## config.mk

```make
export PLATFORM = sky130hd
export DESIGN_NAME = control_path
export DESIGN_NICKNAME = d
export VERILOG_FILES = /design/src/rtl/cpu_pkg.sv /design/src/rtl/control_path_imm_gen.sv /design/src/rtl/control_path.sv
export SDC_FILE = /design/constraint.sdc
export NUM_CORES = 1
export LEC_CHECK = 0
export ABC_AREA = 1
export BUFFER_PORTS_ARGS = -buffer_cell sky130_fd_sc_hd__buf_2
export CAP_MARGIN = 0
export CORE_UTILIZATION = 25
export CTS_BUF_LIST = sky130_fd_sc_hd__clkbuf_8
export CTS_CLUSTER_SIZE = 28
export DETAILED_ROUTE_END_ITERATION = 10
export SYNTH_ARGS = -nofsm -noshare
export SYNTH_HDL_FRONTEND = slang
export SYNTH_HIERARCHICAL = 1
export SYNTH_SLANG_ARGS = --single-unit
export TNS_END_PERCENT = 1
```

## constraint.sdc

```tcl
create_clock -name clk -period 5.3 [get_ports clk]
set_input_delay 0.265 -clock clk [delete_from_list [all_inputs] [get_ports clk]]
set_output_delay 0.265 -clock clk [all_outputs]
set_load 0.1 [all_outputs]
```

## src/rtl/cpu_pkg.sv

```systemverilog
// ---------------------------------------------------------------------------
// cpu_pkg
//  Shared definitions for the instruction-side control path and the
//  register/ALU datapath: RV32 opcode/funct constants for the supported
//  subset (ADDI, ADD, BNE), the sequencer state type and the bit positions
//  of the instruction fields.
// ---------------------------------------------------------------------------
package cpu_pkg;

    // Major opcodes of the supported instructions
    localparam logic [6:0] OPC_OP_IMM = 7'b0010011;
    localparam logic [6:0] OPC_OP     = 7'b0110011;
    localparam logic [6:0] OPC_BRANCH = 7'b1100011;

    // funct3 / funct7 qualifiers
    localparam logic [2:0] F3_ADDI = 3'b000;
    localparam logic [2:0] F3_ADD  = 3'b000;
    localparam logic [2:0] F3_BNE  = 3'b001;
    localparam logic [6:0] F7_ADD  = 7'b0000000;

    // Instruction-field slice positions
    localparam int OPC_LSB     = 0;
    localparam int RD_LSB      = 7;
    localparam int F3_LSB      = 12;
    localparam int RS1_LSB     = 15;
    localparam int RS2_LSB     = 20;
    localparam int F7_LSB      = 25;
    localparam int REG_FIELD_W = 5;

    // Sequencer states
    typedef enum logic [2:0] {
        IDLE   = 3'd0,
        FETCH  = 3'd1,
        DECODE = 3'd2,
        EXEC   = 3'd3,
        HALT   = 3'd4
    } ctrl_state_e;

    function automatic logic [6:0] opcode_of(input logic [31:0] ir);
        return ir[OPC_LSB +: 7];
    endfunction

    function automatic logic [2:0] funct3_of(input logic [31:0] ir);
        return ir[F3_LSB +: 3];
    endfunction

    function automatic logic [6:0] funct7_of(input logic [31:0] ir);
        return ir[F7_LSB +: 7];
    endfunction

endpackage

```

## src/rtl/control_path_imm_gen.sv

```systemverilog
// ---------------------------------------------------------------------------
// imm_gen
//  Combinational immediate generator for the I and B instruction formats.
//  Ports:
//   ir     in  DATA_WIDTH  instruction word
//   imm_i  out DATA_WIDTH  sign-extended I-type immediate IR[31:20]
//   imm_b  out DATA_WIDTH  sign-extended B-type branch offset (bit0 = 0)
// ---------------------------------------------------------------------------
module imm_gen #(
    parameter int DATA_WIDTH = 32
) (
    input  logic [DATA_WIDTH-1:0] ir,
    output logic [DATA_WIDTH-1:0] imm_i,
    output logic [DATA_WIDTH-1:0] imm_b
);

    assign imm_i = {{(DATA_WIDTH-12){ir[31]}}, ir[31:20]};

    // B format scatters the offset: {imm12, imm11, imm10:5, imm4:1, 0}
    assign imm_b = {{(DATA_WIDTH-13){ir[31]}}, ir[31], ir[7], ir[30:25], ir[11:8], 1'b0};

endmodule

```

## src/rtl/control_path.sv

```systemverilog
// ---------------------------------------------------------------------------
// control_path
//  Multi-cycle instruction sequencer (one instruction in flight). Owns the
//  PC, fetches over a req/valid handshake, decodes ADDI/ADD/BNE and drives
//  the datapath controls. BNE is resolved with the datapath EQ flag.
//  Ports:
//   clk, rst_n          clock, asynchronous active-low reset
//   imem_req/imem_addr  fetch request and address (= PC), held until valid
//   imem_rdata/valid    instruction word and its strobe (used in FETCH only)
//   EQ                  datapath RD1 == RD2, sampled in EXEC
//   RegWrite            register-file write pulse (EXEC, rd != 0)
//   ALUsrc              1 = ImmOp is ALU operand 2
//   rs1, rs2, rd        register addresses
//   ImmOp               sign-extended immediate
//   illegal             sticky: bad opcode or misaligned branch target
// ---------------------------------------------------------------------------
module control_path
    import cpu_pkg::*;
#(
    parameter int                    ADDRESS_WIDTH = 5,
    parameter int                    DATA_WIDTH    = 32,
    parameter logic [DATA_WIDTH-1:0] RESET_PC      = 32'h0
) (
    input  logic                     clk,
    input  logic                     rst_n,
    output logic                     imem_req,
    output logic [DATA_WIDTH-1:0]    imem_addr,
    input  logic [DATA_WIDTH-1:0]    imem_rdata,
    input  logic                     imem_valid,
    input  logic                     EQ,
    output logic                     RegWrite,
    output logic                     ALUsrc,
    output logic [ADDRESS_WIDTH-1:0] rs1,
    output logic [ADDRESS_WIDTH-1:0] rs2,
    output logic [ADDRESS_WIDTH-1:0] rd,
    output logic [DATA_WIDTH-1:0]    ImmOp,
    output logic                     illegal
);

    localparam logic [2:0] ST_IDLE   = IDLE;
    localparam logic [2:0] ST_FETCH  = FETCH;
    localparam logic [2:0] ST_DECODE = DECODE;
    localparam logic [2:0] ST_EXEC   = EXEC;
    localparam logic [2:0] ST_HALT   = HALT;

    localparam logic [DATA_WIDTH-1:0] PC_STEP = DATA_WIDTH'(3'd4);

    logic [2:0]               state_q,     state_d;
    logic [DATA_WIDTH-1:0]    pc_q,        pc_d;
    logic [DATA_WIDTH-1:0]    ir_q,        ir_d;
    logic                     imem_req_q,  imem_req_d;
    logic [DATA_WIDTH-1:0]    imem_addr_q, imem_addr_d;
    logic                     reg_write_q, reg_write_d;
    logic                     alu_src_q,   alu_src_d;
    logic [ADDRESS_WIDTH-1:0] rs1_q,       rs1_d;
    logic [ADDRESS_WIDTH-1:0] rs2_q,       rs2_d;
    logic [ADDRESS_WIDTH-1:0] rd_q,        rd_d;
    logic [DATA_WIDTH-1:0]    imm_q,       imm_d;
    logic                     illegal_q,   illegal_d;

    logic [DATA_WIDTH-1:0]    imm_i_s;
    logic [DATA_WIDTH-1:0]    imm_b_s;
    logic                     is_addi_s;
    logic                     is_add_s;
    logic                     is_bne_s;
    logic [ADDRESS_WIDTH-1:0] ir_rs1_s;
    logic [ADDRESS_WIDTH-1:0] ir_rs2_s;
    logic [ADDRESS_WIDTH-1:0] ir_rd_s;
    logic [DATA_WIDTH-1:0]    pc_seq_s;
    logic [DATA_WIDTH-1:0]    br_target_s;

    imm_gen #(
        .DATA_WIDTH (DATA_WIDTH)
    ) u_imm_gen (
        .ir    (ir_q),
        .imm_i (imm_i_s),
        .imm_b (imm_b_s)
    );

    // IR stays unchanged from capture until the next fetch, so the decode
    // below is valid in both DECODE and EXEC.
    assign is_addi_s = (opcode_of(ir_q) == OPC_OP_IMM) && (funct3_of(ir_q) == F3_ADDI);
    assign is_add_s  = (opcode_of(ir_q) == OPC_OP) && (funct3_of(ir_q) == F3_ADD)
                       && (funct7_of(ir_q) == F7_ADD);
    assign is_bne_s  = (opcode_of(ir_q) == OPC_BRANCH) && (funct3_of(ir_q) == F3_BNE);

    assign ir_rs1_s = ADDRESS_WIDTH'(ir_q[RS1_LSB +: REG_FIELD_W]);
    assign ir_rs2_s = ADDRESS_WIDTH'(ir_q[RS2_LSB +: REG_FIELD_W]);
    assign ir_rd_s  = ADDRESS_WIDTH'(ir_q[RD_LSB  +: REG_FIELD_W]);

    // Both adds wrap modulo 2^DATA_WIDTH.
    assign pc_seq_s    = pc_q + PC_STEP;
    assign br_target_s = pc_q + imm_q;

    // Sequencer next-state, PC/IR and registered control outputs
    always_comb begin
        state_d     = state_q;
        pc_d        = pc_q;
        ir_d        = ir_q;
        imem_req_d  = imem_req_q;
        imem_addr_d = imem_addr_q;
        reg_write_d = 1'b0;
        alu_src_d   = alu_src_q;
        rs1_d       = rs1_q;
        rs2_d       = rs2_q;
        rd_d        = rd_q;
        imm_d       = imm_q;
        illegal_d   = illegal_q;

        case (state_q)
            ST_IDLE: begin
                state_d     = ST_FETCH;
                imem_req_d  = 1'b1;
                imem_addr_d = pc_q;
            end

            ST_FETCH: begin
                if (imem_valid) begin
                    ir_d       = imem_rdata;
                    imem_req_d = 1'b0;
                    state_d    = ST_DECODE;
                end else begin
                    imem_req_d = 1'b1;
                end
            end

            ST_DECODE: begin
                if (is_addi_s) begin
                    alu_src_d   = 1'b1;
                    rs1_d       = ir_rs1_s;
                    rs2_d       = '0;
                    rd_d        = ir_rd_s;
                    imm_d       = imm_i_s;
                    reg_write_d = (ir_rd_s != '0);
                    state_d     = ST_EXEC;
                end else if (is_add_s) begin
                    alu_src_d   = 1'b0;
                    rs1_d       = ir_rs1_s;
                    rs2_d       = ir_rs2_s;
                    rd_d        = ir_rd_s;
                    imm_d       = '0;
                    reg_write_d = (ir_rd_s != '0);
                    state_d     = ST_EXEC;
                end else if (is_bne_s) begin
                    alu_src_d = 1'b0;
                    rs1_d     = ir_rs1_s;
                    rs2_d     = ir_rs2_s;
                    rd_d      = '0;
                    imm_d     = imm_b_s;
                    state_d   = ST_EXEC;
                end else begin
                    illegal_d = 1'b1;
                    state_d   = ST_HALT;
                end
            end

            ST_EXEC: begin
                // Taken branch: a target with bit1 set cannot be fetched,
                // so stop with the PC left on the branch.
                if (is_bne_s && !EQ) begin
                    if (br_target_s[1]) begin
                        illegal_d = 1'b1;
                        state_d   = ST_HALT;
                    end else begin
                        pc_d        = br_target_s;
                        imem_req_d  = 1'b1;
                        imem_addr_d = br_target_s;
                        state_d     = ST_FETCH;
                    end
                end else begin
                    pc_d        = pc_seq_s;
                    imem_req_d  = 1'b1;
                    imem_addr_d = pc_seq_s;
                    state_d     = ST_FETCH;
                end
            end

            ST_HALT: begin
                imem_req_d = 1'b0;
                illegal_d  = 1'b1;
            end

            default: begin
                imem_req_d = 1'b0;
                illegal_d  = 1'b1;
                state_d    = ST_HALT;
            end
        endcase
    end

    // State, PC, IR and output registers
    always_ff @(posedge clk or negedge rst_n) begin
        if (!rst_n) begin
            state_q     <= ST_IDLE;
            pc_q        <= RESET_PC;
            ir_q        <= '0;
            imem_req_q  <= 1'b0;
            imem_addr_q <= '0;
            reg_write_q <= 1'b0;
            alu_src_q   <= 1'b0;
            rs1_q       <= '0;
            rs2_q       <= '0;
            rd_q        <= '0;
            imm_q       <= '0;
            illegal_q   <= 1'b0;
        end else begin
            state_q     <= state_d;
            pc_q        <= pc_d;
            ir_q        <= ir_d;
            imem_req_q  <= imem_req_d;
            imem_addr_q <= imem_addr_d;
            reg_write_q <= reg_write_d;
            alu_src_q   <= alu_src_d;
            rs1_q       <= rs1_d;
            rs2_q       <= rs2_d;
            rd_q        <= rd_d;
            imm_q       <= imm_d;
            illegal_q   <= illegal_d;
        end
    end

    assign imem_req  = imem_req_q;
    assign imem_addr = imem_addr_q;
    assign RegWrite  = reg_write_q;
    assign ALUsrc    = alu_src_q;
    assign rs1       = rs1_q;
    assign rs2       = rs2_q;
    assign rd        = rd_q;
    assign ImmOp     = imm_q;
    assign illegal   = illegal_q;

endmodule
```

## Yosys cells after proc, flatten, opt, wreduce, memory -nomap -nowiden

Index checks and enable logic that the tools add are counted.

- Add/sub/neg operators: 2
- Equal/unequal tests: 16
- Mux-type cells: 38
- Bitwise gates (word level): 3
- Reduce and logical (&&, ||, !) cells: 20

Operators by type and width:

| operator | count |
|---|---|
| 2-to-1 mux 32 bit | 5 |
| one-hot mux 32 bit (2 select lines) | 1 |
| 2-to-1 mux 5 bit | 9 |
| adder 32 x 3 -> 32 bit (second input constant) | 1 |
| adder 32 bit | 1 |
| 2-to-1 mux 3 bit | 6 |
| one-hot mux 3 bit (5 select lines) | 1 |
| 2-to-1 mux 1 bit | 14 |
| != test 2 bit (second input constant) | 7 |
| AND reduction 2 bit | 6 |
| equality test 7 x 5 -> 1 bit (second input constant) | 1 |
| equality test 7 x 6 -> 1 bit (second input constant) | 1 |
| equality test 7 bit (second input constant) | 1 |
| logical NOT 7 bit | 1 |
| equality test 3 x 1 -> 1 bit (second input constant) | 2 |
| equality test 3 x 2 -> 1 bit (second input constant) | 2 |
| logical NOT 3 bit | 2 |
| AND reduction 6 bit | 1 |
| logical AND 1 bit | 5 |
| nonzero test 5 bit | 1 |
| one-hot mux 1 bit (4 select lines) | 1 |
| equality test 3 bit (second input constant) | 1 |
| != test 3 bit (second input constant) | 1 |
| inverter 1 bit | 3 |
| 5 further kinds | 5 |

- Flip-flop bits (word level): 150
- Input bits: 36
- Word-level logic and storage cells: 91

## Logic depth before layout (Yosys ltp)

Gate-level depths: netlist of the first run.

- Depth after elaboration: 6
- Mapped depth: 15
- Mapped depth without buffers: 15

## Hierarchy

Netlist of the first run, hierarchy kept.

By module, submodules not included:

| module | times used | cells an instance | area an instance (um^2) | seq. area each (um^2) |
|---|---|---|---|---|
| control_path | 1 | 1423 | 9776.9 | 3753.6 |
| imm_gen | 1 | 65 | 484.2 | 0.0 |

## Least setup slack after synthesis of the first run

Ideal clock, no wire load.

- Path kind: flip-flop to flip-flop
- Start point: register imm_q[0] (netlist: ImmOp[0])
- End point: register imem_addr_q[28] (netlist: imem_addr[28])
- Library setup time: 0.120 ns
- Arrival: 2.494 ns
- Path slack: 2.686 ns
- Cell stages (with the launch flop): 16
- Path buffers: 0
- Period minus slack after synthesis: 2.614 ns
- Cell sequence: dfrtp_1 ha_1 inv_1 fa_1 inv_1 nand3_1 nand3_1 nand3_1 nand3_1 nand2_1 nand2_1 nand2_1 nand3_1 nand3_1 nand2_1 nand2_1

- Word-level cells in the longest chain between the ends: 4
- Elaborated cells on any way between the ends: 6
- Those cells by class: add/sub (1); eq/ne (1); mux (3); reduce/logical (1)

RTL lines:

| item | line | RTL |
|---|---|---|
| start: declaration | control_path.sv:58 | `logic [DATA_WIDTH-1:0] imm_q, imm_d;` |
| start signal: assignment | control_path.sv:217 | `imm_q <= imm_d;` |
| adder 32 bit * | control_path.sv:93 | `assign br_target_s = pc_q + imm_q;` |
| 2-to-1 mux 32 bit | control_path.sv:161 | `if (br_target_s[1]) begin` |
| 2-to-1 mux 32 bit | control_path.sv:160 | `if (is_bne_s && !EQ) begin` |
| one-hot mux 32 bit (2 select lines) | control_path.sv:110 | `case (state_q)` |
| end signal: assignment | control_path.sv:211 | `imem_addr_q <= imem_addr_d;` |
| end: declaration | control_path.sv:52 | `logic [DATA_WIDTH-1:0] imem_addr_q, imem_addr_d;` |

Every way passes the cells marked *; elsewhere a longest branch is shown, timed or not. The select of a mux whose other input is x is not followed.
A chain may end at the register's enable or synchronous reset.

## Worst setup path in the final report of the first run

- Start point: register ir_q[2]
- End point: register imem_addr_q[7] (netlist: imem_addr[7])

- Word-level cells in the longest chain between the ends: 5
- Elaborated cells on any way between the ends: 7
- Those cells by class: eq/ne (2); mux (2); reduce/logical (3)

RTL lines:

| item | line | RTL |
|---|---|---|
| start: declaration | control_path.sv:50 | `logic [DATA_WIDTH-1:0] ir_q, ir_d;` |
| start signal: assignment | control_path.sv:209 | `ir_q <= ir_d;` |
| equality test 7 bit * | control_path.sv:85 | `assign is_bne_s = (opcode_of(ir_q) == OPC_BRANCH) && (funct3_of(ir_q) == F3_BNE);` |
| logical AND 1 bit * | control_path.sv:85 |  |
| logical AND 1 bit * | control_path.sv:160 |  |
| 2-to-1 mux 32 bit / != test 3 bit (equally long branches) | - |  |
| one-hot mux 32 bit (2 select lines) / AND reduction 2 bit (equally long branches) | - |  |

Every way passes the cells marked *; elsewhere a longest branch is shown, timed or not.

==> results by group, run 1 <==
Job
  – Max_cap viols: 0

Pwr
  – Logic gate share of total power: 41.2%
  – Maximum vdd drop: 174 uV
  – Switching power: 0.00214 W
  – Sequential share of power: 37.9%
  – P per Cell Area: 389 mW/mm^2
  – Internal Power: 0.00231 W
  – Leakage: 5.96 nW
  – Net Sw Frac: 48.0%
  – Clock share of power: 20.8%

Setup path
  – Worst r2r src: ir_q[2]
  – Path depth of the worst reg2reg path: 10
  – CP max stage delay: 0.54 ns
  – CP max stage cell: nor2_8
  – Kind of critical path: flop to flop
  – CP arrival: 3.12 ns
  – R2R Setup Slk: 2.53 ns
  – Required @ worst endpoint: 5.65 ns
  – Setup crit end kind: flop
  – Startpoint Class: flop
  – Reg2reg end: imem_addr[7]
  – Worst-path cell chain: inv_1 > nand4_2 > nor2_2 > nand3_4 > clkinv_2 > a21oi_4 > nor2_8 > inv_2 > o211ai_1 > nand2_1
  – Max FO, Critical Path: 52

Synth
  – Netlist Area Pre-Place: 0.0103 mm^2
  – Syn Area/Cell: 6.90 um^2
  – Seq cells post-synth: 150
  – Post-synth EDFFs: 0
  – Ys Warns: 6
  – Register area share after synthesis: 36.6%
  – Library cells used by synthesis: 47
  – Synth Flop Type: dfrtp_1
  – Syn_nets: 1557
  – Cells after Synth: 1488
  – Async S/R FF share, synth: 100%

Min path
  – Hold EP: ir_q[5]
  – Hold Crit Depth: 3
  – HP Class: input pin to flop
  – Hold Path Origin: imem_rdata[5]

Clock network
  – Worst skew pair latency: 0.46 ns
  – CTS Buffer Depth: 2
  – Clock sink count: 150
  – H-tree Lvls: 4
  – Root Buffer: clkbuf_8
  – CTS clock-pin slew for the worst setup and hold paths: 0.09 ns
  – Post-CTS sizing: 0
  – Post-CTS setup buffers: 0
  – CTS tree: done
  – Num CTS Buffers: 17

Global routing
  – Total GRT Usage: 15.2%
  – Largest net degree at the start of global routing: 105
  – Initial antenna violation count: 2
  – Total gr overflow: 0
  – First-pass GRT wire length: 49600 um
  – Vias in the first global route: 9014

Layout
  – Most frequent cells in the layout: nand2_1 (504), inv_1 (188), dfrtp_1 (150), buf_2 (117), nor2_1 (110)
  – Synth-to-Final Area Change: 11.5%
  – N_diodes: 0
  – Layout cells sized above 1: 11.9%
  – Finished Core Util: 28.5%
  – Most common cell after layout, fill and taps aside: nand2_1
  – Cell Count, Final, Fillers Out: 2077
  – Nets: 1611

Status
  – Status: completed

STA
  – Worst rel slew slack: 27.4%
  – Tcrit/Tclk final: 52.3%
  – Fin Setup TNS: 0 ns
  – Hold_ws: 0.0254 ns
  – Fmax: 361 MHz
  – Final hold violations: 0
  – Worst slew pin tran: 1.09 ns
  – RSZ-0062 raised after global routing: no
  – Clk_skew: 0.0173 ns
  – Min Tclk post-route: 2.77 ns
  – Setup violators final: 0
  – Count of final max-slew check failures: 0

Floorplan
  – I/O pin cnt: 119
  – Core area: 0.0401 mm^2
  – Die Y: 205 um
  – Die area: 0.0419 mm^2
  – Die X: 205 um
  – Std cell rows: 73
  – Starting Density: 25.6%

Routing
  – TritonRoute pass-1 iters: 5
  – Antenna Nets Post-Route: 0
  – Vias: 9275
  – Total Wirelength: 31000 um
  – DR iter-0 viols: 644
  – Via density: 4.47
  – Routed length per placed instance: 14.9 um
  – Detailed-route DRC error count: 0

Place
  – Dpl cells: 2032
  – IO buf count: 118
  – Gpl congestion: 0.927
  – Post-DP HPWL: 24100 um
sequential cells by signal, summed over array words and instances (netlist names):
signal	cells
ImmOp	32
ir_q	32
imem_req	1
illegal	1
rs1	5
rd	5
imem_addr	32
pc_q	32
ALUsrc	1
state_q	3
rs2	5
RegWrite	1
synthesized netlist by cell type (2+ instances only):
| cell | number | share of area [%] |
|---|---|---|
| xnor2_1 | 3 | 0.26 |
| ha_1 | 32 | 3.9 |
| a31oi_1 | 16 | 0.98 |
| dfrtp_1 | 150 | 37 |
| a21oi_1 | 65 | 3.2 |
| nand3_1 | 85 | 4.1 |
| buf_1 | 2 | 0.073 |
| o21bai_1 | 2 | 0.15 |
| xor2_1 | 23 | 2.0 |
| nand2_1 | 504 | 18 |
| o211ai_1 | 2 | 0.15 |
| clkbuf_1 | 22 | 0.80 |
| nand4_1 | 8 | 0.49 |
| nor2_2 | 2 | 0.12 |
| nor3_1 | 13 | 0.63 |
| a21boi_0 | 31 | 2.3 |
| or2_2 | 7 | 0.43 |
| buf_2 | 9 | 0.44 |
| inv_2 | 4 | 0.15 |
| nor4_1 | 6 | 0.37 |
| mux2i_1 | 2 | 0.20 |
| nor2_1 | 111 | 4.1 |
| and2_1 | 3 | 0.18 |
| o21ai_0 | 92 | 4.5 |
| nand3b_1 | 6 | 0.44 |
| buf_4 | 71 | 5.2 |
| mux2_2 | 11 | 1.2 |
| inv_1 | 187 | 6.8 |
logic make-up (layout without fill, tap and decap cells):
| kind of cell | count (synthesis) | after routing | share of synthesized area, % |
|---|---|---|---|
| AOI/OAI and AO/OA | 213 | 213 | 11.7 |
| xor gates and xnor gates | 26 | 26 | 2.22 |
| adders and majority gates | 33 | 33 | 4.10 |
| buffers and inverters | 297 | 361 | 13.6 |
| DFF | 150 | 150 | 36.6 |
| muxes | 13 | 13 | 1.40 |
| other | 1 | 1 | 0.0365 |
| and+or+nand+nor | 755 | 755 | 30.4 |
power groups by stage:
stage | Clock (W) | Sequential (W) | Combinational, W
3_5_place_dp | 0 | 0.00172 | 0.00184
3_3_place_gp | 0 | 0.00171 | 0.00182
5_1_grt | 0.00100 | 0.00173 | 0.00201
2_1_floorplan | 0 | 0.00238 | 0.00106
4_1_cts | 0.000957 | 0.00169 | 0.00185
6_report | 0.000928 | 0.00169 | 0.00184
repair_timing:
item / CTS / global route
endpoints found under the hold margin: 118 / 0
endpoints found under the setup margin: 0 / 0
hold buffers: 16 / 0
per-layer routing:
layer | share of wire, % | vias to the layer above | GRT usage [%] | routed length (um)
li1 | - | 4750 | - | -
met2 | 48 | 231 | 25.9 | 14900
met3 | 4.6 | 36 | 2.77 | 1430
met5 | 0.032 | - | 0 | 10
met4 | 2.2 | 2 | 4.53 | 692
met1 | 45 | 4256 | 19.5 | 14000
cell type report:
| class | count | area (um^2) |
|---|---|---|
| Fill cell | 4439 | 28700 |
| Multi-Input combinational cell | 1041 | 5120 |
| Sequential cell | 150 | 3750 |
| Timing Repair Buffer | 139 | 795 |
| Inverter | 193 | 726 |
| Tap cell | 525 | 657 |
| Clock buffer | 17 | 234 |
| Clock inverter | 12 | 153 |
worst max-delay path by stage:
stage                        start       endpoint  slack [ns]  cells past startpoint
after floorplan           ImmOp[0]  imem_addr[28]        2.69                     15
after CTS                  ir_q[2]   imem_addr[5]        2.50                     10
after detailed placement   ir_q[2]   imem_addr[5]        2.52                     10
after global routing       ir_q[2]   imem_addr[5]        2.20                     10
final                      ir_q[2]   imem_addr[7]        2.53                     10
after global placement     ir_q[2]   imem_addr[7]        2.57                     10
critical path: cells and delay by family, from the launching register on:
family	cells	cell delay (ns)
AOI/OAI and AO/OA	2	0.27
buffers and inverters	3	0.63
and+or+nand+nor	5	1.34
DFF	1	0.37
metrics by stage:
stage | instance area (um^2) | total power, W | setup WS [ns]
finish | 11400 | 0.00445 | 2.53
global route | 11400 | 0.00474 | 2.20
CTS | 11400 | 0.00450 | 2.50
detailed placement | 10900 | 0.00355 | 2.52
global placement | 10900 | 0.00353 | 2.57
floorplan | 10300 | 0.00344 | 2.69
Power figures use the tool's default switching activity.
==> run 2: changes to the inputs <==
==> constraint.sdc (replaced) <==
create_clock -name clk -period 2.8 [get_ports clk]
set_input_delay 0.14 -clock clk [delete_from_list [all_inputs] [get_ports clk]]
set_output_delay 0.14 -clock clk [all_outputs]
set_load 0.1 [all_outputs]
==> run 2 against run 1 <==
- sequential share of layout area down 0.84 points
- critical path depth up 5
- sequential power up 88%
- clock-buffer cell count up 1
- routed wire length up 2.2%
- critical path type unchanged
- combinational power up 95%
- first-iteration DRC count up 5.0%
- worst setup slack worse by 2.1 ns
==> results by group, run 2 (synthesis results as in run 1) <==
Setup path
  – Setup crit end kind: flop
  – Path depth of the worst reg2reg path: 15
  – Reg2reg end: imem_addr[28]
  – Required @ worst endpoint: 3.17 ns
  – Worst r2r src: ImmOp[0]
  – Kind of critical path: flop to flop
  – Max FO, Critical Path: 4
  – Startpoint Class: flop
  – CP arrival: 2.78 ns
  – R2R Setup Slk: 0.40 ns

Global routing
  – Initial antenna violation count: 0
  – First-pass GRT wire length: 50300 um
  – Most Used Layer, Global Route: met2
  – Vias in the first global route: 9145
  – Largest net degree at the start of global routing: 76
  – Met3 global-route usage: 3.37%
  – Total gr overflow: 0
  – Total GRT Usage: 15.5%
  – Met1 Use GR: 20.2%
  – Global-route met2 utilization: 25.8%

Min path
  – HP Class: input pin to async pin

STA
  – Tcrit/Tclk final: 85.9%
  – Min Tclk post-route: 2.40 ns
  – Fin Setup TNS: 0 ns
  – Clk_skew: 0.0207 ns
  – Worst rel slew slack: 47.8%
  – Final hold violations: 0
  – RSZ-0062 raised after global routing: no
  – Count of final max-slew check failures: 0
  – Setup violators final: 0
  – Worst slew pin tran: 0.781 ns
  – Fmax: 416 MHz
  – Hold_ws: 0.125 ns

Status
  – Status: completed

Layout
  – Nets: 1641
  – Finished Core Util: 29.3%
  – Layout cells sized above 1: 12.6%
  – Synth-to-Final Area Change: 14.4%
  – Most frequent cells in the layout: nand2_1 (504), inv_1 (189), dfrtp_1 (150), buf_2 (117), nor2_1 (110)
  – Most common cell after layout, fill and taps aside: nand2_1
  – Fillers: 4338
  – N_diodes: 0

Floorplan
  – I/O pin cnt: 119
  – Std cell rows: 73
  – Core area: 0.0401 mm^2
  – Die X: 205 um
  – Starting Density: 25.6%
  – Die area: 0.0419 mm^2
  – Die Y: 205 um

Routing
  – Vias: 9503
  – Routed length per placed instance: 15.0 um
  – DR iter-0 viols: 676
  – Total Wirelength: 31700 um
  – Via density: 4.50
  – Antenna Nets Post-Route: 0
  – Detailed-route DRC error count: 0
  – TritonRoute pass-1 iters: 7

Clock network
  – Worst skew pair latency: 0.48 ns
  – Post-CTS sizing: 0
  – CTS Buffer Depth: 2
  – # hold bufs at CTS: 34
  – Root Buffer: clkbuf_8
  – Num CTS Buffers: 17
  – H-tree Lvls: 4
  – CTS tree: done
  – Post-CTS setup buffers: 0
  – Clock sink count: 150
  – CTS clock-pin slew for the worst setup and hold paths: 0.10 ns

Pwr
  – Leakage: 6.09 nW
  – P per Cell Area: 717 mW/mm^2
  – Maximum vdd drop: 368 uV

Job
  – Max_cap viols: 0

Place
  – IO buf count: 118
  – Gpl congestion: 0.949
  – Post-DP HPWL: 24200 um
-- run 2: changes by cell type in the layout (fill, tap and decap cells not counted) --
cell,delta
inv_8,+4
clkinvlp_4,+3
inv_6,-2
buf_4,+8
inv_1,+1
bufinv_16,-3
dlygate4sd3_1,+18
clkinv_2,-3
clkinv_4,+2
clkbuf_8,+1
buf_12,+4
-- run 2: metrics by stage --
| stage | setup WS (ns) | power (W) | instances | instance area, um^2 |
|---|---|---|---|---|
| final | 0.396 | 0.00842 | 2110 | 11700 |
| after floorplan | 0.186 | 0.00651 | 1488 | 10300 |
| after CTS | 0.419 | 0.00852 | 2110 | 11700 |
| after detailed placement | 0.442 | 0.00680 | 2044 | 11000 |
| after global placement | 0.485 | 0.00675 | 2044 | 11000 |
| after global routing | 0.221 | 0.00896 | 2110 | 11700 |
-- run 2: worst max-delay path by stage --
| stage | startpoint | end | slack [ns] | cells past startpoint |
|---|---|---|---|---|
| after floorplan | ImmOp[0] | imem_addr[28] | 0.19 | 15 |
| after detailed placement | ImmOp[0] | imem_addr[28] | 0.44 | 15 |
| after global routing | pc_q[10] | imem_addr[23] | 0.22 | 13 |
| after global placement | pc_q[0] | imem_addr[28] | 0.48 | 15 |
| final | ImmOp[0] | imem_addr[28] | 0.40 | 15 |
| after CTS | ImmOp[0] | imem_addr[28] | 0.42 | 15 |
-- run 2: worst max-delay path: stages (launching register included) --
cell and delay, ns:
dfrtp_1 0.40, ha_1 0.18, inv_1 0.06, fa_1 0.41, inv_1 0.10, nand3_1 0.07, nand3_1 0.16, nand3_1 0.10
nand3_1 0.20, nand2_1 0.12, nand2_1 0.08, nand2_1 0.05, nand3_1 0.14, nand3_1 0.10, nand2_1 0.09, nand2_1 0.06
-- run 2: final cells by class --
class | count | area, um^2 | area share [%]
flip-flops and latches | 150 | 3750 | 32.0
inverters | 193 | 726 | 6.18
repair buffers | 169 | 1110 | 9.50
well taps | 525 | 657 | 5.60
clock buffers | 18 | 248 | 2.11
multi-input cells | 1041 | 5120 | 43.6
clock inverters | 14 | 119 | 1.01
-- run 2: power breakdown --
part / total (W) / leakage [nW] / switching [W] / internal [W]
combinational: 0.00358 / 3.98 / 0.00272 / 0.000861
clock: 0.00166 / 0.186 / 0.000996 / 0.000662
sequential: 0.00318 / 1.92 / 0.000481 / 0.00270
-- run 2: routing by layer --
metal	routed length, um	share of wire (%)	vias to the layer above
met2	15300	48	257
li1	-	-	4816
met5	0	0	-
met4	412	1.3	0
met3	1820	5.8	26
met1	14200	45	4404
==> run 3: changes to the inputs <==
--- a/config.mk
+++ b/config.mk
@@ -12,6 +12,7 @@
 export CTS_BUF_LIST = sky130_fd_sc_hd__clkbuf_8
 export CTS_CLUSTER_SIZE = 28
 export DETAILED_ROUTE_END_ITERATION = 10
+export PLACE_DENSITY = 0.45
 export SYNTH_ARGS = -nofsm -noshare
 export SYNTH_HDL_FRONTEND = slang
 export SYNTH_HIERARCHICAL = 1
==> run 3 against run 2 <==
- clock power rose by 4%
- combinational power barely moved
- critical path depth unchanged
- via count rose by 0.14%
- global-route usage grew 1.3 points
- critical endpoint is now imem_addr[20]
==> results by group, run 3 (synthesis results as in run 1) <==
Status
  – Status: completed

Place
  – Dpl cell area: 0.0111 mm^2
  – IO buf count: 118
  – Post-DP HPWL: 25700 um
  – Dpl cells: 2050
  – Gpl congestion: 0.864

Layout
  – Design area: 0.0118 mm^2
  – Most common cell after layout, fill and taps aside: nand2_1
  – Nets: 1647
  – Most frequent cells in the layout: nand2_1 (504), inv_1 (188), dfrtp_1 (150), buf_2 (117), nor2_1 (110)
  – N_diodes: 0
  – Finished Core Util: 29.4%
  – Fillers: 4432
  – Cell Count, Final, Fillers Out: 2116
  – Synth-to-Final Area Change: 14.9%
  – Layout cells sized above 1: 12.9%

STA
  – Min Tclk post-route: 2.48 ns
  – Worst rel slew slack: 52.1%
  – Tcrit/Tclk final: 88.5%
  – Fin Setup TNS: 0 ns
  – Fmax: 403 MHz
  – Worst slew pin tran: 0.718 ns
  – Clk_skew: 0.0234 ns
  – Final hold violations: 0
  – Setup violators final: 0
  – RSZ-0062 raised after global routing: no
  – Count of final max-slew check failures: 0

Routing
  – Total Wirelength: 33800 um
  – TritonRoute pass-1 iters: 5
  – Met2 WL: 15800 um
  – DR iter-0 viols: 625
  – Detailed-route DRC error count: 0
  – Antenna Nets Post-Route: 0
  – Metal-1 WL: 15200 um
  – DR top layer: met4
  – Routed length per placed instance: 16.0 um
  – Vias: 9516
  – Via density: 4.50
  – DR WL met3: 1910 um

Global routing
  – First-pass GRT wire length: 53300 um
  – Largest net degree at the start of global routing: 70
  – Total GRT Usage: 16.7%
  – Total gr overflow: 0
  – Initial antenna violation count: 0
  – Vias in the first global route: 9381

Pwr
  – Net Sw Frac: 49.6%
  – Logic gate share of total power: 42.0%
  – Maximum vdd drop: 510 uV
  – P per Cell Area: 721 mW/mm^2
  – Sequential share of power: 37.6%
  – Leakage: 6.13 nW
  – Clock share of power: 20.4%
  – Switching power: 0.00421 W
  – Internal Power: 0.00428 W

Clock network
  – Num CTS Buffers: 17
  – Clock sink count: 150
  – CTS clock-pin slew for the worst setup and hold paths: 0.10 ns
  – # hold bufs at CTS: 34
  – CTS tree: done
  – H-tree Lvls: 4
  – Worst skew pair latency: 0.50 ns
  – Post-CTS setup buffers: 0
  – Post-CTS sizing: 0
  – CTS Buffer Depth: 2
  – Root Buffer: clkbuf_8

Setup path
  – Worst path top cell family by delay: simple AND/OR/NAND/NOR gates
  – R2R Setup Slk: 0.32 ns
  – Required @ worst endpoint: 3.18 ns
  – Max FO, Critical Path: 4
  – CP dominant cell by count: nand3_1
  – Setup crit end kind: flop
  – Worst-path cell chain: ha_1 > inv_1 > fa_1 > inv_1 > nand3_1 > nand3_1 > nand3_1 > nand3_1 > nand2_1 > nand2_1 > nand2_1 > nand3_1 > nand3_1 > nand2_1 > nand2_1
  – Kind of critical path: flop to flop
  – Startpoint Class: flop
  – WP buf/inv: 2
  – CP max stage cell: dfrtp_1
  – CP max stage delay: 0.45 ns
  – CP arrival: 2.86 ns

Floorplan
  – Die area: 0.0419 mm^2
  – Die Y: 205 um
  – Starting Density: 25.6%
  – Std cell rows: 73
  – Core area: 0.0401 mm^2
  – I/O pin cnt: 119
  – Die X: 205 um

Min path
  – HP Class: input pin to async pin

Job
  – Max_cap viols: 0
==> run 3: cell count changes in the layout (fill, tap and decap cells not counted) <==
cell	delta
clkinv_4	+2
buf_12	-1
buf_4	+7
inv_1	-1
clkbuf_8	-1
inv_8	-2
clkinvlp_4	-2
clkinv_2	+2
bufinv_16	+1
clkinv_8	+1
==> run 3: path summary, 6_finish.rpt <==
kind / start / endpoint / cells past startpoint
worst max-delay path: ImmOp[0] / imem_addr[20] / 15
worst min-delay path: rst_n / ImmOp[29] / 2
worst max register to register: ImmOp[0] / imem_addr[20] / 15
worst min register to register: illegal / illegal / 2
max in group asynchronous: rst_n / ir_q[12] / 3
min in group clk: imem_rdata[17] / ir_q[17] / 4
==> run 3: routing by layer <==
metal / GRT usage [%] / vias to the layer above
li1: - / 4838
met1: 21.2 / 4409
met2: 27.7 / 231
met3: 3.74 / 38
met4: 6.00 / 0
met5: 0 / -
==> run 3: area by class of cell <==
cell class | count | area, um^2 | share of cell area [%]
sequential | 150 | 3750 | 31.8
inverter | 193 | 726 | 6.16
clock inverter | 15 | 151 | 1.28
multi-input combinational | 1041 | 5120 | 43.4
tap | 525 | 657 | 5.57
timing repair buffer | 175 | 1150 | 9.73
clock buffer | 17 | 234 | 1.98
==> run 3: power by group through the flow <==
stage | clock (W) | combinational (W) | sequential [W]
after floorplan | 0 | 0.00200 | 0.00451
after global placement | 0 | 0.00356 | 0.00325
after detailed placement | 0 | 0.00357 | 0.00326
after CTS | 0.00181 | 0.00362 | 0.00322
after global routing | 0.00189 | 0.00391 | 0.00328
final | 0.00173 | 0.00357 | 0.00320
==> run 3: metrics by stage <==
step           setup WS (ns)  total power, W  hold slack, ns
6_report               0.321         0.00850           0.225
5_1_grt               0.0984         0.00908           0.264
4_1_cts                0.304         0.00865           0.235
3_5_place_dp           0.341         0.00683           0.216
3_3_place_gp           0.341         0.00681           0.226
2_1_floorplan          0.186         0.00651          -0.156
